`config.mk`:
```
export PLATFORM = sky130hd
export DESIGN_NAME = store_buffer
export DESIGN_NICKNAME = d
export VERILOG_FILES = /design/src/rtl/store_buffer.sv
export SDC_FILE = /design/constraint.sdc
export NUM_CORES = 1
export LEC_CHECK = 0
export BUFFER_PORTS_ARGS = -buffer_cell sky130_fd_sc_hd__buf_2
export CAP_MARGIN = 30
export CORE_MARGIN = 2
export CORE_UTILIZATION = 61
export DETAILED_ROUTE_END_ITERATION = 8
export PLACE_DENSITY = 0.85
export SYNTH_ARGS = -nofsm -noshare
export SYNTH_HDL_FRONTEND = slang
export SYNTH_SLANG_ARGS = --single-unit
```
`constraint.sdc`:
```
create_clock -name clk -period 9.9 [get_ports clk]
set_input_delay 0.99 -clock clk [delete_from_list [all_inputs] [get_ports clk]]
set_output_delay 0.99 -clock clk [all_outputs]
set_load 0.1 [all_outputs]
```
`src/rtl/store_buffer.sv`:
```
// rtl/store_buffer.sv - posted-write store buffer with in-order req/ack drain and youngest-match load snoop
module store_buffer #(
  parameter int DEPTH = 4,
  parameter int AW    = 32,
  parameter int DW    = 32
) (
  input  logic                         clk,
  input  logic                         reset,
  input  logic                         st_valid,
  input  logic [AW-1:0]                st_addr,
  input  logic [DW-1:0]                st_data,
  output logic                         st_ready,
  input  logic [AW-1:0]                ld_addr,
  output logic                         ld_hit,
  output logic [DW-1:0]                ld_data,
  output logic                         mem_req,
  output logic [AW-1:0]                mem_addr,
  output logic [DW-1:0]                mem_wdata,
  input  logic                         mem_ack,
  output logic                         empty,
  output logic [$clog2(DEPTH+1)-1:0]   count
);

  localparam int PW  = $clog2(DEPTH);
  localparam int CW  = $clog2(DEPTH+1);
  localparam int WAW = AW - 2;
  localparam logic [CW-1:0] FULL_CNT = CW'(DEPTH);

  typedef enum logic {
    IDLE = 1'b0,
    BUSY = 1'b1
  } state_t;

  state_t            state_q, state_d;
  logic [PW-1:0]     wr_ptr_q, wr_ptr_d;
  logic [PW-1:0]     rd_ptr_q, rd_ptr_d;
  logic [CW-1:0]     count_q, count_d;
  logic [DEPTH-1:0]  valid_q, valid_d;
  logic [WAW-1:0]    addr_q [DEPTH];
  logic [WAW-1:0]    addr_d [DEPTH];
  logic [DW-1:0]     data_q [DEPTH];
  logic [DW-1:0]     data_d [DEPTH];

  logic enq;
  logic deq;
  logic unused_addr_lsbs;

  // Byte offsets never take part in matching or draining.
  assign unused_addr_lsbs = ^{st_addr[1:0], ld_addr[1:0]};

  assign st_ready = (count_q < FULL_CNT);
  assign mem_req  = (state_q == BUSY);
  assign empty    = (count_q == '0) && (state_q == IDLE);
  assign count    = count_q;
  assign enq      = st_valid && st_ready;
  assign deq      = mem_req && mem_ack;

  assign mem_addr  = mem_req ? {addr_q[rd_ptr_q], 2'b00} : '0;
  assign mem_wdata = mem_req ? data_q[rd_ptr_q] : '0;

  always_comb begin
    wr_ptr_d = wr_ptr_q;
    rd_ptr_d = rd_ptr_q;
    valid_d  = valid_q;
    addr_d   = addr_q;
    data_d   = data_q;
    count_d  = count_q + CW'(enq) - CW'(deq);
    state_d  = state_q;

    if (enq) begin
      addr_d[wr_ptr_q]  = st_addr[AW-1:2];
      data_d[wr_ptr_q]  = st_data;
      valid_d[wr_ptr_q] = 1'b1;
      wr_ptr_d          = wr_ptr_q + 1'b1;
    end
    if (deq) begin
      valid_d[rd_ptr_q] = 1'b0;
      rd_ptr_d          = rd_ptr_q + 1'b1;
    end

    case (state_q)
      IDLE: if (count_q != '0) state_d = BUSY;
      BUSY: if (deq && (count_d == '0)) state_d = IDLE;
      default: state_d = IDLE;
    endcase
  end

  // Walk from oldest to youngest so the last match wins.
  always_comb begin
    logic [PW-1:0] idx;
    idx     = '0;
    ld_hit  = 1'b0;
    ld_data = '0;
    for (int i = 0; i < DEPTH; i++) begin
      idx = rd_ptr_q + PW'(i);
      if (valid_q[idx] && (addr_q[idx] == ld_addr[AW-1:2])) begin
        ld_hit  = 1'b1;
        ld_data = data_q[idx];
      end
    end
  end

  always_ff @(posedge clk or posedge reset) begin
    if (reset) begin
      state_q  <= IDLE;
      wr_ptr_q <= '0;
      rd_ptr_q <= '0;
      count_q  <= '0;
      valid_q  <= '0;
      for (int i = 0; i < DEPTH; i++) begin
        addr_q[i] <= '0;
        data_q[i] <= '0;
      end
    end else begin
      state_q  <= state_d;
      wr_ptr_q <= wr_ptr_d;
      rd_ptr_q <= rd_ptr_d;
      count_q  <= count_d;
      valid_q  <= valid_d;
      for (int i = 0; i < DEPTH; i++) begin
        addr_q[i] <= addr_d[i];
        data_q[i] <= data_d[i];
      end
    end
  end

endmodule

```
==> results.md, run 1 <==
- Outcome: finished, final reports clean
- Remaining global-route overflow: 0
- Area leader, netlist: dfrtp_1
- Final WL: 55310 um
- Max-cap violations: 0
- Synth Area in XOR/XNOR: 4.513%
- Die width: 184.1 um
- Routed vias/inst: 7.223
- Initial antenna violation count: 13
- Register area: 6515 um2
- Adder-cell share of the synthesized area: 0.7332%
- Mapped Area: 19790 um2
- Filler Cell Count: about 2200
- Most frequent cells in the layout: mux2_2, dfrtp_1, mux4_2
- Fmax: 0.1284 GHz
- Unrepaired setup endpoints after global routing: false
- Syn avg cell area: 12.90 um2
- Cts bufs inserted: 29
- Crit-path cells: inv_2 -> ha_4 -> buf_12 -> mux4_2 -> xor2_1 -> nor4_1 -> nand4_1 -> nor3_1 -> nand3_2 -> buf_4 -> nand2_1 -> o22a_1 -> buf_2
- Post-synth top area share: 32.87%
- IO Pins: 203
- Worst Hold Class: input port to async pin
- Final #Nets: 1753
- Register bit total from synthesis: 260
- Post-Synthesis Cells: 1534
- Multiplexer area fraction after synthesis: roughly 44%
- Pin count of the biggest net entering global routing: 103
- Crit start category: flip-flop
- Number of flops mapped to enable cells by yosys: 0
- Worst path top cell family by delay: buffers and inverters
- Setup Buffers After CTS: 0
- Compound-gate portion of the synthesized area: about 5.3%
- Setup violations, final: 0
- CTS Root Cell: clkbuf_16
- Multi-input logic area: roughly 12000 um2
- Row Count: 65
- CP endpoint kind: primary output
- Router iterations before antenna repair: 6
- Gpl congestion: slightly below 1
- Synth warn: 0
- Synth cell types: 62
- Clk slew on worst S/H paths: 70 ps
- Crit path buf inv count: 4
- TritonCTS clock tree: yes
- Largest family of logic cells by synthesized area: multiplexers
- Vias in the first global route: around 15000
- Worst skew pair latency: between 500 and 600 ps
- Chip height: 184.1 um
- Fraction of layout cells with a size suffix above 1: 46.41%
- Area contributors post-synth: dfrtp_1, mux4_2, mux2_2
- Post-DP HPWL: 36110 um
- Req. time, crit path: 8910 ps
- Sink Count: 260
- CP max-delay cell: dfrtp_4
- Asr flop ratio synth: 100.0%
- WS Path Type: flip-flop to primary output
- Synth Area in Simple Gates: 7.642%
- Skew final: between 10 and 15 ps
- Clock buffer depth: 3
- Setup_tns: 0 ps
- Worst slew margin: 33.04%
- Post-synth top flop: dfrtp_1
- CTS H-Tree Depth: 1
- Hold_buf cts: 0
- Area growth from synthesis to layout: 10.42%
- Die area: 33910 um2
- Worst EP arrival: 6800 ps
- Final-report hold violation count: 0
- Via Count: between 10000 and 15000
- DR iter-0 viols: 1663
- Post-cts gate resize count: 0
- Max Slew Vio Count: 0
- DRC: 0
- Min Tclk post-route: 7788 ps
- First-pass GRT wire length: 85580 um
- CP max FO: 95
- Worst-Margin Slew: 995.2 ps
- Crit share post-route: just under 80%
- CORE AREA: 31720 um2
- Number of I/O port buffers: roughly 200
- Post-DRT Antenna Nets: 0
- Post-synthesis sequential area ratio: 32.87%
- Slowest cell delay on critical path: about 900 ps
- Starting Density: 62.41%
- GRT Total Usage: 32.73%
- Drt wl/cell: around 27 um
-- final cells by class --
class / instances / share of cell area (%)
timing repair buffer: 221 / 6.125
clock buffer: 37 / 3.641
tap: 402 / 2.301
sequential: 260 / 29.81
multi-input combinational: 1107 / 56.94
clock inverter: 11 / 0.6183
antenna: 12 / 0.1374
inverter: 23 / 0.4294
-- stage by stage --
| step | cell area [um2] | util, % | hold slack [ps] | instances | setup slack [ps] |
|---|---|---|---|---|---|
| 2_1_floorplan | 19800 | - | 522.1 | 1535 | 1755 |
| 3_3_place_gp | 20670 | 65.17 | 538.9 | 2004 | 2464 |
| 3_5_place_dp | 20820 | 65.64 | 547.0 | 2010 | 2392 |
| 4_1_cts | 21750 | 68.58 | 568.5 | 2058 | 1765 |
| 5_1_grt | 21850 | 68.89 | 593.4 | 2071 | 1785 |
| 6_report | 21860 | 68.91 | 542.5 | 2073 | 2112 |
-- per-layer routing --
layer  wire length [um]  GRT usage, %  vias to the layer above
met5                 36             0                        -
met4               2601         15.87                        6
met3               5506         5.770                      193
met2              26590         52.15                      955
met1              20570         43.93                     7657
li1                   -             -                     6163
-- cell usage after synthesis (all sizes together) (3+ instances only) --
master   count
ha          10
and3        10
nor2        16
o21ai       21
nand2       76
mux2i      122
buf         79
nand3       36
o2111ai      4
nand4b       3
mux2       258
a21oi       20
and2        53
a221oi       3
dfrtp      260
nor2b        5
a211o        3
nor3        35
o2bb2ai      4
nand2b       6
o221ai       4
xor2        26
nand4       15
o22ai       11
o211ai       7
a22oi        7
a2111oi      6
clkbuf      66
o22a        33
xnor2       76
nor4         6
mux4       205
inv         23
-- worst register-to-register path: stages (launching register included) --
cell and delay (ps):
dfrtp_2 870, buf_4 470, and2_1 450, ha_1 320, inv_1 60, ha_1 160, fa_1 450, nor4b_1 310
nor2_1 80
-- kinds of logic (layout without fill, tap and decap cells) --
kind of cell / Yosys count / count (layout)
multiplexers: 585 / 585
other: 1 / 14
buffers and inverters: 168 / 292
adder cells (fa/ha/maj): 11 / 11
XOR/XNOR: 102 / 102
AO/OA/AOI/OAI: 141 / 141
flip-flops: 260 / 260
AND/OR/NAND/NOR: 266 / 266
-- registers in the layout, summed over array words and instances (netlist names) --
| signal | cells |
|---|---|
| addr_q | 120 |
| data_q | 128 |
| mem_req | 1 |
| wr_ptr_q | 2 |
| count | 3 |
| rd_ptr_q | 2 |
| valid_q | 4 |
-- path summary, 6_finish.rpt --
check | to | depth (start not counted) | slack [ps] | from
hold / removal | data_q[68] | 2 | 540 | reset
hold reg to reg | count[0] | 1 | 560 | count[0]
min in group clk | count[0] | 1 | 560 | count[0]
setup reg to reg | mem_req | 8 | 6600 | mem_req
setup / recovery | ld_data[29] | 13 | 2110 | rd_ptr_q[0]
max in group asynchronous | data_q[120] | 5 | 7550 | reset
Power of run 1 is not shown: default switching activity piles up to over one toggle a cycle in this logic, so the estimate is an artifact.
==> run 2: changes to the inputs <==
--- a/config.mk
+++ b/config.mk
@@ -5,12 +5,13 @@
 export SDC_FILE = /design/constraint.sdc
 export NUM_CORES = 1
 export LEC_CHECK = 0
+export ABC_AREA = 1
 export BUFFER_PORTS_ARGS = -buffer_cell sky130_fd_sc_hd__buf_2
 export CAP_MARGIN = 30
 export CORE_MARGIN = 2
-export CORE_UTILIZATION = 61
+export CORE_UTILIZATION = 55
 export DETAILED_ROUTE_END_ITERATION = 8
-export PLACE_DENSITY = 0.85
+export PLACE_DENSITY = 0.81
 export SYNTH_ARGS = -nofsm -noshare
 export SYNTH_HDL_FRONTEND = slang
 export SYNTH_SLANG_ARGS = --single-unit
==> constraint.sdc (replaced) <==
create_clock -name clk -period 6.7 [get_ports clk]
set_input_delay 0.67 -clock clk [delete_from_list [all_inputs] [get_ports clk]]
set_output_delay 0.67 -clock clk [all_outputs]
set_load 0.1 [all_outputs]
==> run 2 against run 1 <==
  * Via count increased by 40%
  * Cell count grew 76%
  * Flip-flop and latch count did not move
  * Highest routed layer unchanged
  * Critical endpoint is now ld_data[1]
  * Setup slack worse by 1100 ps
  * Critical path type unchanged
==> results.md, run 2 <==
- Fmax: approximately 0.18 GHz
- Row Count: between 60 and 70
- Final-report hold violation count: 0
- TritonCTS clock tree: yes
- GRT Total Usage: between 30% and 40%
- Synth top cells by count: nand2_1, o21ai_0, nand3_1
- Sink Count: 260
- Setup_tns: 0 ps
- Area leader, netlist: dfrtp_1
- Most frequent cell after synthesis: nand2_1
- CORE AREA: 34290 um2
- Worst skew pair latency: between 500 and 600 ps
- Fraction of layout cells with a size suffix above 1: 9.225%
- Largest regs: data_q (128), addr_q (120), valid_q (4)
- Wire length on met3: 6197 um
- Post-synth top area share: 34.22%
- WS Path Type: flip-flop to primary output
- Pin count of the biggest net entering global routing: 250
- CP endpoint kind: primary output
- Critical R2R Launch: count[2]
- Clk slew on worst S/H paths: 70 ps
- Initial antenna violation count: 6
- DRC: 0
- Register bit total from synthesis: 260
- Util after Layout: between 60% and 70%
- M1 wire length: 24840 um
- Drt wl/cell: 16.57 um
- Post-synthesis sequential area ratio: 34.22%
- Largest Register: data_q
- Worst-Margin Slew: 967.9 ps
- Crit share post-route: 85.11%
- Chip height: 189.9 um
- Gpl congestion: ~1.0
- Starting Density: 55.46%
- Via Count: 20890
- Outcome: finished, final reports clean
- Router iterations before antenna repair: 7
- Number of flops mapped to enable cells by yosys: 0
- CTS Root Cell: clkbuf_16
- Filler Cell Count: 3119
- Post-Synthesis Cells: 3116
- Hold path start: st_addr[11]
- CTS H-Tree Depth: 1
- IO Pins: 203
- Routed vias/inst: 5.713
- Unrepaired setup endpoints after global routing: false
- Worst slew margin: 35.48%
- Cts bufs inserted: 29
- Max-cap violations: 0
- Clock buffer depth: 3
- Max reg flops: 128
- Most frequent cells in the layout: nand2_1, o21ai_0, nand3_1
- Area growth from synthesis to layout: 13.12%
- First-pass GRT wire length: 97700 um
- Finished Cell Area: 21510 um2
- Worst Hold Class: input port to flip-flop
- Met2 wire len: 26810 um
- Worst setup startpoint: rd_ptr_q[1]
- Post-DRT Antenna Nets: 0
- Synth cell types: 35
- Top layer in use: met5
- Skew final: 18.90 ps
- Vias in the first global route: 19680
- DP Area: a little over 20000 um2
- Die area: around 36000 um2
- Final WL: 60610 um
- Remaining global-route overflow: 0
- Post-cts gate resize count: 0
- Area contributors post-synth: dfrtp_1, nand2_1, o21ai_0
- Setup violations, final: 0
- Commonest non-fill, non-tap cell in the layout: nand2_1
- Final #Nets: 3288
- DR iter-0 viols: 2341
- Mapped Area: 19010 um2
- Post-DP HPWL: roughly 40000 um
- Synth warn: 0
- Min Tclk post-route: around 5700 ps
- Post-synth top flop: dfrtp_1
- Worst EP arrival: 5030 ps
- Req. time, crit path: 6030 ps
- Die width: 189.9 um
- CP max FO: around 100
- Max Slew Vio Count: 0
- Crit start category: flip-flop
- Syn avg cell area: 6.102 um2
- Asr flop ratio synth: 100.0%
- Number of I/O port buffers: slightly below 200
[run 2: cell types whose count changed after synthesis, sizes merged, moves of 122 or more]
| cell | previous run | this run |
|---|---|---|
| mux4 | 205 | 0 |
| nand2 | 76 | 1248 |
| inv | 23 | 306 |
| o21ai | 21 | 520 |
| mux2i | 122 | 0 |
| nand3 | 36 | 303 |
| mux2 | 258 | 0 |
[run 2: logic make-up (layout without fill, tap and decap cells)]
| family | Yosys count | count (layout) | share of synthesized area [%] |
|---|---|---|---|
| buffers and inverters | 503 | 584 | 10.97 |
| other | 1 | 6 | 0.01972 |
| flip-flops | 260 | 260 | 34.22 |
| AO/OA/AOI/OAI | 624 | 624 | 17.22 |
| AND/OR/NAND/NOR | 1696 | 1696 | 35.84 |
| adder cells (fa/ha/maj) | 11 | 11 | 0.7633 |
| XOR/XNOR | 21 | 21 | 0.9673 |
[run 2: through the flow]
stage | worst slack [ps] | hold slack, ps | instances
3_5_place_dp | 1632 | 473.0 | 3599
2_1_floorplan | 2182 | 453.0 | 3117
3_3_place_gp | 1734 | 465.8 | 3596
4_1_cts | 1037 | 382.1 | 3652
5_1_grt | 679.6 | 415.8 | 3656
6_report | 997.5 | 390.2 | 3657
[run 2: timing repair]
action,CTS,global route
endpoints found under the hold margin,3,0
hold buffers,1,0
setup buffers,0,0
[run 2: metal layers]
layer / up-vias / global-route usage [%]
met5: - / 0
met4: 4 / 17.35
met3: 209 / 5.589
met2: 1077 / 52.95
met1: 9543 / 44.99
li1: 10060 / -
[run 2: worst paths after layout]
| check | slack, ps | end | cells past startpoint |
|---|---|---|---|
| setup / recovery | 1000 | ld_data[1] | 19 |
| hold / removal | 390 | addr_q[69] | 3 |
| setup reg to reg | 3950 | data_q[101] | 6 |
| hold reg to reg | 490 | data_q[112] | 2 |
| max in group asynchronous | 4880 | data_q[8] | 5 |
| min in group asynchronous | 550 | addr_q[62] | 3 |
[run 2: final cells by class]
class,count,area (um2),area share [%]
Tap cell,455,569.3,2.647
Inverter,307,1161,5.398
Clock buffer,40,847.1,3.938
Timing Repair Buffer,225,1819,8.458
Sequential cell,260,6514,30.28
Clock inverter,12,112.6,0.5235
Multi-Input combinational cell,2354,10480,48.71
Antenna cell,4,10.01,0.04654
[run 2: critical path, cell delays in order, from the launching register on]
cell	delay, ps
dfrtp_4	880
inv_4	80
ha_4	560
buf_4	770
nand3_1	220
nand2_1	120
nand2_1	50
nand2_1	50
nand2_1	40
nor2_1	180
nand2_1	120
nor2_4	150
buf_4	420
nand3_1	140
nand2_1	90
nand2_1	50
nand2_1	70
nand2_1	70
nand2_1	160
buf_12	200
Power of run 2 is left out for the same reason.
